===== config.mk =====
export PLATFORM = sky130hd
export DESIGN_NAME = hazard_unit
export DESIGN_NICKNAME = d
export VERILOG_FILES = /design/src/rtl/hazard_unit_pkg.sv /design/src/rtl/hazard_unit_sat_counter.sv /design/src/rtl/hazard_unit.sv
export SDC_FILE = /design/constraint.sdc
export NUM_CORES = 1
export LEC_CHECK = 0
export ABC_AREA = 1
export BUFFER_PORTS_ARGS = -buffer_cell sky130_fd_sc_hd__buf_2
export CAP_MARGIN = 20
export CORE_MARGIN = 2
export CORE_UTILIZATION = 30
export CTS_BUF_LIST = sky130_fd_sc_hd__clkbuf_4 sky130_fd_sc_hd__clkbuf_8 sky130_fd_sc_hd__clkbuf_16
export DETAILED_ROUTE_END_ITERATION = 16
export GPL_TIMING_DRIVEN = 0
export HOLD_SLACK_MARGIN = 0.03
export PLACE_DENSITY = 0.6
export SKIP_LAST_GASP = 1
export SLEW_MARGIN = 15
export SYNTH_ARGS = -nofsm -noshare
export SYNTH_HDL_FRONTEND = slang
export SYNTH_SLANG_ARGS = --single-unit

===== constraint.sdc =====
create_clock -name clk -period 1.1 [get_ports clk]
set_input_delay 0.22 -clock clk [delete_from_list [all_inputs] [get_ports clk]]
set_output_delay 0.22 -clock clk [all_outputs]
set_load 0.03 [all_outputs]

===== src/rtl/hazard_unit_pkg.sv =====
// lc3b_types: shared LC-3b datapath types.
//   lc3b_reg           - 3-bit architectural register index (R0..R7)
//   lc3b_hazard_state  - hazard controller FSM state encoding
//   LC3B_NOP           - instruction word loaded by bubble/flush controls
//   lc3b_load_use()    - load-use hazard detect, shared with anything else
//                        that needs the same R0-qualified match
package lc3b_types;

  typedef logic [2:0] lc3b_reg;

  typedef enum logic [1:0] {
    RUN       = 2'd0,
    DMEM_WAIT = 2'd1,
    IMEM_WAIT = 2'd2
  } lc3b_hazard_state;

  // BR with n/z/p all clear never branches, so the all-zero word is a NOP.
  localparam logic [15:0] LC3B_NOP = 16'h0000;

  // R0 is excluded to stay consistent with the forwarding path, which never
  // forwards to R0 either.
  function automatic logic lc3b_load_use(
    input logic    memread,
    input lc3b_reg dest,
    input lc3b_reg src1,
    input logic    src1_used,
    input lc3b_reg src2,
    input logic    src2_used
  );
    return memread && (dest != 3'd0) &&
           ((src1_used && (dest == src1)) || (src2_used && (dest == src2)));
  endfunction

endpackage


===== src/rtl/hazard_unit_sat_counter.sv =====
// sat_counter: up-counter that sticks at all-ones.
//   clk, reset_n - clock, async active-low reset (clears count)
//   clr          - synchronous clear, wins over en
//   en           - increment this cycle (ignored once saturated)
//   q            - current count
module sat_counter #(
  parameter int W = 8
) (
  input  logic         clk,
  input  logic         reset_n,
  input  logic         clr,
  input  logic         en,
  output logic [W-1:0] q
);

  always_ff @(posedge clk or negedge reset_n) begin
    if (!reset_n) begin
      q <= '0;
    end else if (clr) begin
      q <= '0;
    end else if (en && (q != '1)) begin
      q <= q + 1'b1;
    end
  end

endmodule


===== src/rtl/hazard_unit.sv =====
// hazard_unit: stall/flush controller for the five-stage LC-3b pipeline.
// Handles the hazards forwarding cannot: load-use, imem/dmem wait states and
// taken-branch flushes, plus a data-memory wait watchdog.
//
// Optional build macro: HAZARD_PERF_EN adds stall_cycles / lu_events
// performance counters. Control behaviour is identical either way.
//
// Ports:
//   clk, reset_n                  clock, async active-low reset
//   src1_ifid/src2_ifid           sources of the instruction in ID
//   src1_used/src2_used           ID instruction really reads that source
//   dest_idex, idex_memread       destination / is-load of the EX instruction
//   exmem_memaccess, dmem_resp    MEM-stage data-memory access and response
//   imem_resp                     instruction-memory response
//   branch_taken_exmem            taken branch resolved in MEM
//   load_pc .. load_memwb         pipeline register load enables
//   bubble_idex                   load NOP into ID/EX instead of decode
//   flush_ifid, flush_idex        clear register to NOP on next load
//   timeout_err                   sticky dmem watchdog error
//   stall_cycles, lu_events       (HAZARD_PERF_EN only) saturating counters
//
// state     | meaning
// ----------+---------------------------------------------------
// RUN       | pipeline flowing (possibly a one-cycle load-use bubble)
// DMEM_WAIT | data memory outstanding, whole pipeline frozen
// IMEM_WAIT | instruction fetch outstanding, bubbles into ID/EX
module hazard_unit
  import lc3b_types::*;
#(
  parameter int MEM_TIMEOUT = 255,
  parameter int CNT_W       = 8
) (
  input  logic        clk,
  input  logic        reset_n,
  input  lc3b_reg     src1_ifid,
  input  lc3b_reg     src2_ifid,
  input  logic        src1_used,
  input  logic        src2_used,
  input  lc3b_reg     dest_idex,
  input  logic        idex_memread,
  input  logic        exmem_memaccess,
  input  logic        dmem_resp,
  input  logic        imem_resp,
  input  logic        branch_taken_exmem,
  output logic        load_pc,
  output logic        load_ifid,
  output logic        load_idex,
  output logic        load_exmem,
  output logic        load_memwb,
  output logic        bubble_idex,
  output logic        flush_ifid,
  output logic        flush_idex,
`ifdef HAZARD_PERF_EN
  output logic [15:0] stall_cycles,
  output logic [15:0] lu_events,
`endif
  output logic        timeout_err
);

  lc3b_hazard_state state_q, state_n;

  logic             dmem_stall;
  logic             imem_stall;
  logic             lu;
  logic             lu_cycle;
  logic [CNT_W-1:0] wd_cnt;

  assign dmem_stall = exmem_memaccess && !dmem_resp;
  assign imem_stall = !imem_resp;
  assign lu         = lc3b_load_use(idex_memread, dest_idex, src1_ifid,
                                    src1_used, src2_ifid, src2_used);

  always_ff @(posedge clk or negedge reset_n) begin
    if (!reset_n) begin
      state_q <= RUN;
    end else begin
      state_q <= state_n;
    end
  end

  // A branch resolving on the same cycle as an imem miss redirects fetch,
  // so the stale fetch is dropped rather than waited on.
  always_comb begin
    state_n = state_q;
    case (state_q)
      RUN: begin
        if (dmem_stall) begin
          state_n = DMEM_WAIT;
        end else if (!branch_taken_exmem && imem_stall) begin
          state_n = IMEM_WAIT;
        end
      end
      DMEM_WAIT: begin
        if (!dmem_stall) begin
          if (!branch_taken_exmem && imem_stall) begin
            state_n = IMEM_WAIT;
          end else begin
            state_n = RUN;
          end
        end
      end
      IMEM_WAIT: begin
        if (dmem_stall) begin
          state_n = DMEM_WAIT;
        end else if (imem_resp || branch_taken_exmem) begin
          state_n = RUN;
        end
      end
      default: state_n = RUN;
    endcase
  end

  // Outputs depend only on inputs and reset; the FSM state records which
  // wait is in progress for the watchdog and for observation.
  always_comb begin
    load_pc     = 1'b1;
    load_ifid   = 1'b1;
    load_idex   = 1'b1;
    load_exmem  = 1'b1;
    load_memwb  = 1'b1;
    bubble_idex = 1'b0;
    flush_ifid  = 1'b0;
    flush_idex  = 1'b0;
    lu_cycle    = 1'b0;
    if (!reset_n) begin
      load_pc    = 1'b0;
      load_ifid  = 1'b0;
      load_idex  = 1'b0;
      load_exmem = 1'b0;
      load_memwb = 1'b0;
      flush_ifid = 1'b1;
      flush_idex = 1'b1;
    end else if (dmem_stall) begin
      // Freeze everything; a coincident branch stays in EX/MEM until resp.
      load_pc    = 1'b0;
      load_ifid  = 1'b0;
      load_idex  = 1'b0;
      load_exmem = 1'b0;
      load_memwb = 1'b0;
    end else if (branch_taken_exmem) begin
      flush_ifid = 1'b1;
      flush_idex = 1'b1;
    end else if (imem_stall) begin
      load_pc     = 1'b0;
      load_ifid   = 1'b0;
      bubble_idex = 1'b1;
    end else if (lu) begin
      // Single bubble: next cycle EX holds the NOP, so lu cannot repeat.
      load_pc     = 1'b0;
      load_ifid   = 1'b0;
      bubble_idex = 1'b1;
      lu_cycle    = 1'b1;
    end
  end

  // Watchdog holds at zero outside a dmem stall, so every stall episode
  // starts counting from zero. After the k-th consecutive stall cycle the
  // count is k; the error latches on the edge where it reaches MEM_TIMEOUT.
  sat_counter #(.W(CNT_W)) u_watchdog (
    .clk     (clk),
    .reset_n (reset_n),
    .clr     (!dmem_stall),
    .en      (dmem_stall),
    .q       (wd_cnt)
  );

  always_ff @(posedge clk or negedge reset_n) begin
    if (!reset_n) begin
      timeout_err <= 1'b0;
    end else if (dmem_stall && (wd_cnt == CNT_W'(MEM_TIMEOUT - 1))) begin
      timeout_err <= 1'b1;
    end
  end

`ifdef HAZARD_PERF_EN
  sat_counter #(.W(16)) u_stall_cnt (
    .clk     (clk),
    .reset_n (reset_n),
    .clr     (1'b0),
    .en      (!load_pc),
    .q       (stall_cycles)
  );

  sat_counter #(.W(16)) u_lu_cnt (
    .clk     (clk),
    .reset_n (reset_n),
    .clr     (1'b0),
    .en      (lu_cycle),
    .q       (lu_events)
  );
`endif

endmodule


==> summary.txt <==
Setup path
  – Critical path class: in -> out
  – CP arrival: about 1.2 ns
  – Peak fanout along the critical path: 4
  – CP Capture Type: output pin
  – Startpoint Class: input pin
  – CP required: 0.88 ns

Clock tree
  – Clk Latency, worst-skew pair: 0.27 ns
  – Worst-path clk slew: 0.07 ns
  – Clock Path Buffers: 2
  – Root Buffer: clkbuf_4
  – CTS Sinks: 9
  – H-tree levels: 1
  – TritonCTS buffer count: 3
  – CTS tree: built

Placed design
  – Port Buffers: 26
  – DPL Wire Length: 1285 um
  – Placed cell area: 964.7 um^2
  – Inst Count DP: 157
  – GP Congestion: 0.7089

Timing
  – Worst Slack Setup Final: -0.2759 ns
  – Final period util: 125.1%
  – Final setup fails: 7
  – Worst hold slack: around 0.38 ns
  – Unrepaired setup endpoints after global routing: yes
  – Hold Vio Cnt, Final: 0
  – Final slew viol count: 0
  – Worst Skew: 0.008338 ns
  – Period minus WS final: 1.376 ns
  – Fmax: 726.8 MHz
  – Worst-margin pin slew: between 0.4 and 0.5 ns
  – Slew margin rel.: 72.32%

Layout
  – Final cell count without fillers: 172
  – Synthesis-to-layout area growth: 71.38%
  – Ratio of cells with drive above 1 in the final layout: 63.38%
  – Nets: 163
  – Design area: 0.001274 mm^2
  – Ant diodes: 0

Power and ir drop
  – Total power: 955.5 uW
  – Seq pwr share: 35.6%
  – Clock share of power: a little under a third
  – Net switching power: 299.8 uW
  – P_leak: 0.0006730 uW
  – Worst IR Drop VDD: 0.4970 mV
  – Power Dens Cells: 750.2 mW/mm^2
  – Sw Ratio: 31.38%
  – Cell Int Power: around 660 uW
  – Combinational fraction of design power: 32.7%

Logic synthesis
  – Synthesized area: around 740 um^2
  – Distinct cells, synth: 24
  – Syn avg cell area: around 7.4 um^2
  – FF+latch count, synth: 9
  – Syn_nets: 121
  – Gate count after technology mapping: 101
  – Syn. warnings: 0
  – Sequential element share of the synthesized area: 30.30%

Detailed routing
  – DRC viols: 0
  – Antenna viol nets, final: 0
  – Initial DRC count: 2
  – Vias per cell: 4.477
  – Post-Route WL: 1754 um
  – Post-DR wirelength/cell: between 10 and 15 um
  – Vias: 770
  – Router iterations before antenna repair: 4

Worst hold path
  – Worst Hold Class: in -> reg

Global route
  – Initial antenna violation count: 0
  – Remaining Overflow, GRT: 0
  – Global-route wire length before repair: 3008 um
  – Vias in the first global route: 742
  – Largest net degree at the start of global routing: 10
  – GRT Util Overall: 14.57%

Floorplanning
  – Die Span Y: 53.78 um
  – Die X: 53.78 um
  – Io pins: 27
  – Core ar.: about 0.0024 mm^2
  – Initial core utilization: between 30 and 40%
  – DIE AREA: 0.002892 mm^2
  – Rows: 18

Outcome
  – Status: finished with violations
  – Failing checks: setup timing

Flow run
  – Max-cap violations: 0
-- power groups by stage --
stage	Combinational (uW)	Clock (uW)	Sequential (uW)
finish	313	303	340
floorplan	139	0	345
global placement	210	0	346
global route	342	322	341
detailed placement	216	0	346
CTS	271	306	340
-- through the flow --
stage,TNS (ns),setup slack (ns),util [%]
after CTS,-0.9853,-0.2768,47.87
after detailed placement,-2.010,-0.3433,40.03
after global routing,-1.633,-0.3628,52.86
after global placement,-1.744,-0.3160,40.03
after floorplan,-0.3257,-0.1815,-
final,-0.8805,-0.2759,52.86
-- flip-flops by register name, indices dropped and copies added (netlist names) --
register      count
u_watchdog.q      8
timeout_err       1
-- timing repair --
item                                    CTS  global route
endpoints found under the setup margin   13            13
hold buffers                              1             0
endpoints found under the hold margin     9             0
gates resized for setup                  30            29
buffers inserted                          8             2
pin swaps                                15            24
-- critical path, stage by stage --
cell,delay (ns)
buf_8,0.11
o31a_1,0.29
nand2_1,0.09
nand2_2,0.08
a21oi_4,0.14
buf_6,0.11
buf_6,0.11
-- routing by layer --
metal	global-route usage [%]	vias up	part of all wire, %
met4	7.692	0	1.2
met3	2.500	4	5.6
met1	16.13	349	41
met5	0	-	0
met2	26.22	23	52
li1	-	394	-
-- layout by cell type, fill, tap and decap left out, types with 2 or more instances in the layout --
| cell type | n |
|---|---|
| o21ai_1 | 2 |
| inv_1 | 5 |
| dfrtp_2 | 2 |
| nor2_4 | 2 |
| buf_8 | 2 |
| buf_6 | 17 |
| nand3_1 | 4 |
| inv_2 | 10 |
| o21ai_2 | 2 |
| nand2_4 | 2 |
| nand3_4 | 2 |
| nor2_8 | 2 |
| clkbuf_4 | 4 |
| nand2_2 | 7 |
| buf_2 | 10 |
| buf_4 | 10 |
| a211oi_2 | 2 |
| a21oi_1 | 2 |
| dfrtp_1 | 7 |
| inv_4 | 2 |
| nor2_2 | 6 |
| nor2_1 | 3 |
| nand2_1 | 23 |
-- cell usage after synthesis --
master / number / area (um^2)
nand2_1: 31 / 116.4
inv_1: 14 / 52.55
dfrtp_1: 9 / 225.2
nor2_1: 8 / 30.03
buf_4: 4 / 30.03
inv_2: 4 / 15.01
nand3_1: 4 / 20.02
a21oi_1: 3 / 15.01
nor2_2: 3 / 18.77
a211oi_2: 2 / 25.02
ha_1: 2 / 25.02
nand2_4: 2 / 22.52
nand3_2: 2 / 20.02
nor2_8: 2 / 40.04
o21ai_1: 2 / 10.01
nand3_4: 1 / 17.52
nand3b_1: 1 / 7.510
o21ai_0: 1 / 5.000
o21ai_2: 1 / 8.760
o21bai_1: 1 / 7.510
o31a_1: 1 / 8.760
o31ai_1: 1 / 7.510
or2_1: 1 / 6.260
xnor2_1: 1 / 8.760
-- final timing paths --
kind                                         to             from  slack, ns  depth (start not counted)
worst min-delay path            u_watchdog.q[0]        dmem_resp       0.38                          5
worst min register to register      timeout_err      timeout_err       0.49                          1
worst max register to register  u_watchdog.q[6]  u_watchdog.q[1]      -0.05                          6
max in group asynchronous       u_watchdog.q[0]          reset_n       0.32                          2
worst max-delay path                    load_pc     dest_idex[2]      -0.28                          7
min in group asynchronous       u_watchdog.q[3]          reset_n       0.47                          2
-- area by class of cell --
class | instances | area (um^2)
flip-flops and latches | 9 | 227.7
clock buffers | 4 | 30.03
multi-input cells | 70 | 524.3
fillers | 226 | 1136
inverters | 18 | 77.57
well taps | 30 | 37.54
plain buffers | 4 | 41.29
repair buffers | 37 | 335.3
-- logic make-up after synthesis --
| family | Yosys count | synth area share, % |
|---|---|---|
| AOI/OAI and AO/OA | 12 | 11.78 |
| xor gates and xnor gates | 1 | 1.179 |
| adders and majority gates | 2 | 3.366 |
| buffers and inverters | 22 | 13.13 |
| DFF | 9 | 30.30 |
| and+or+nand+nor | 55 | 40.24 |
Note: power is estimated with default switching activity, not from simulation.
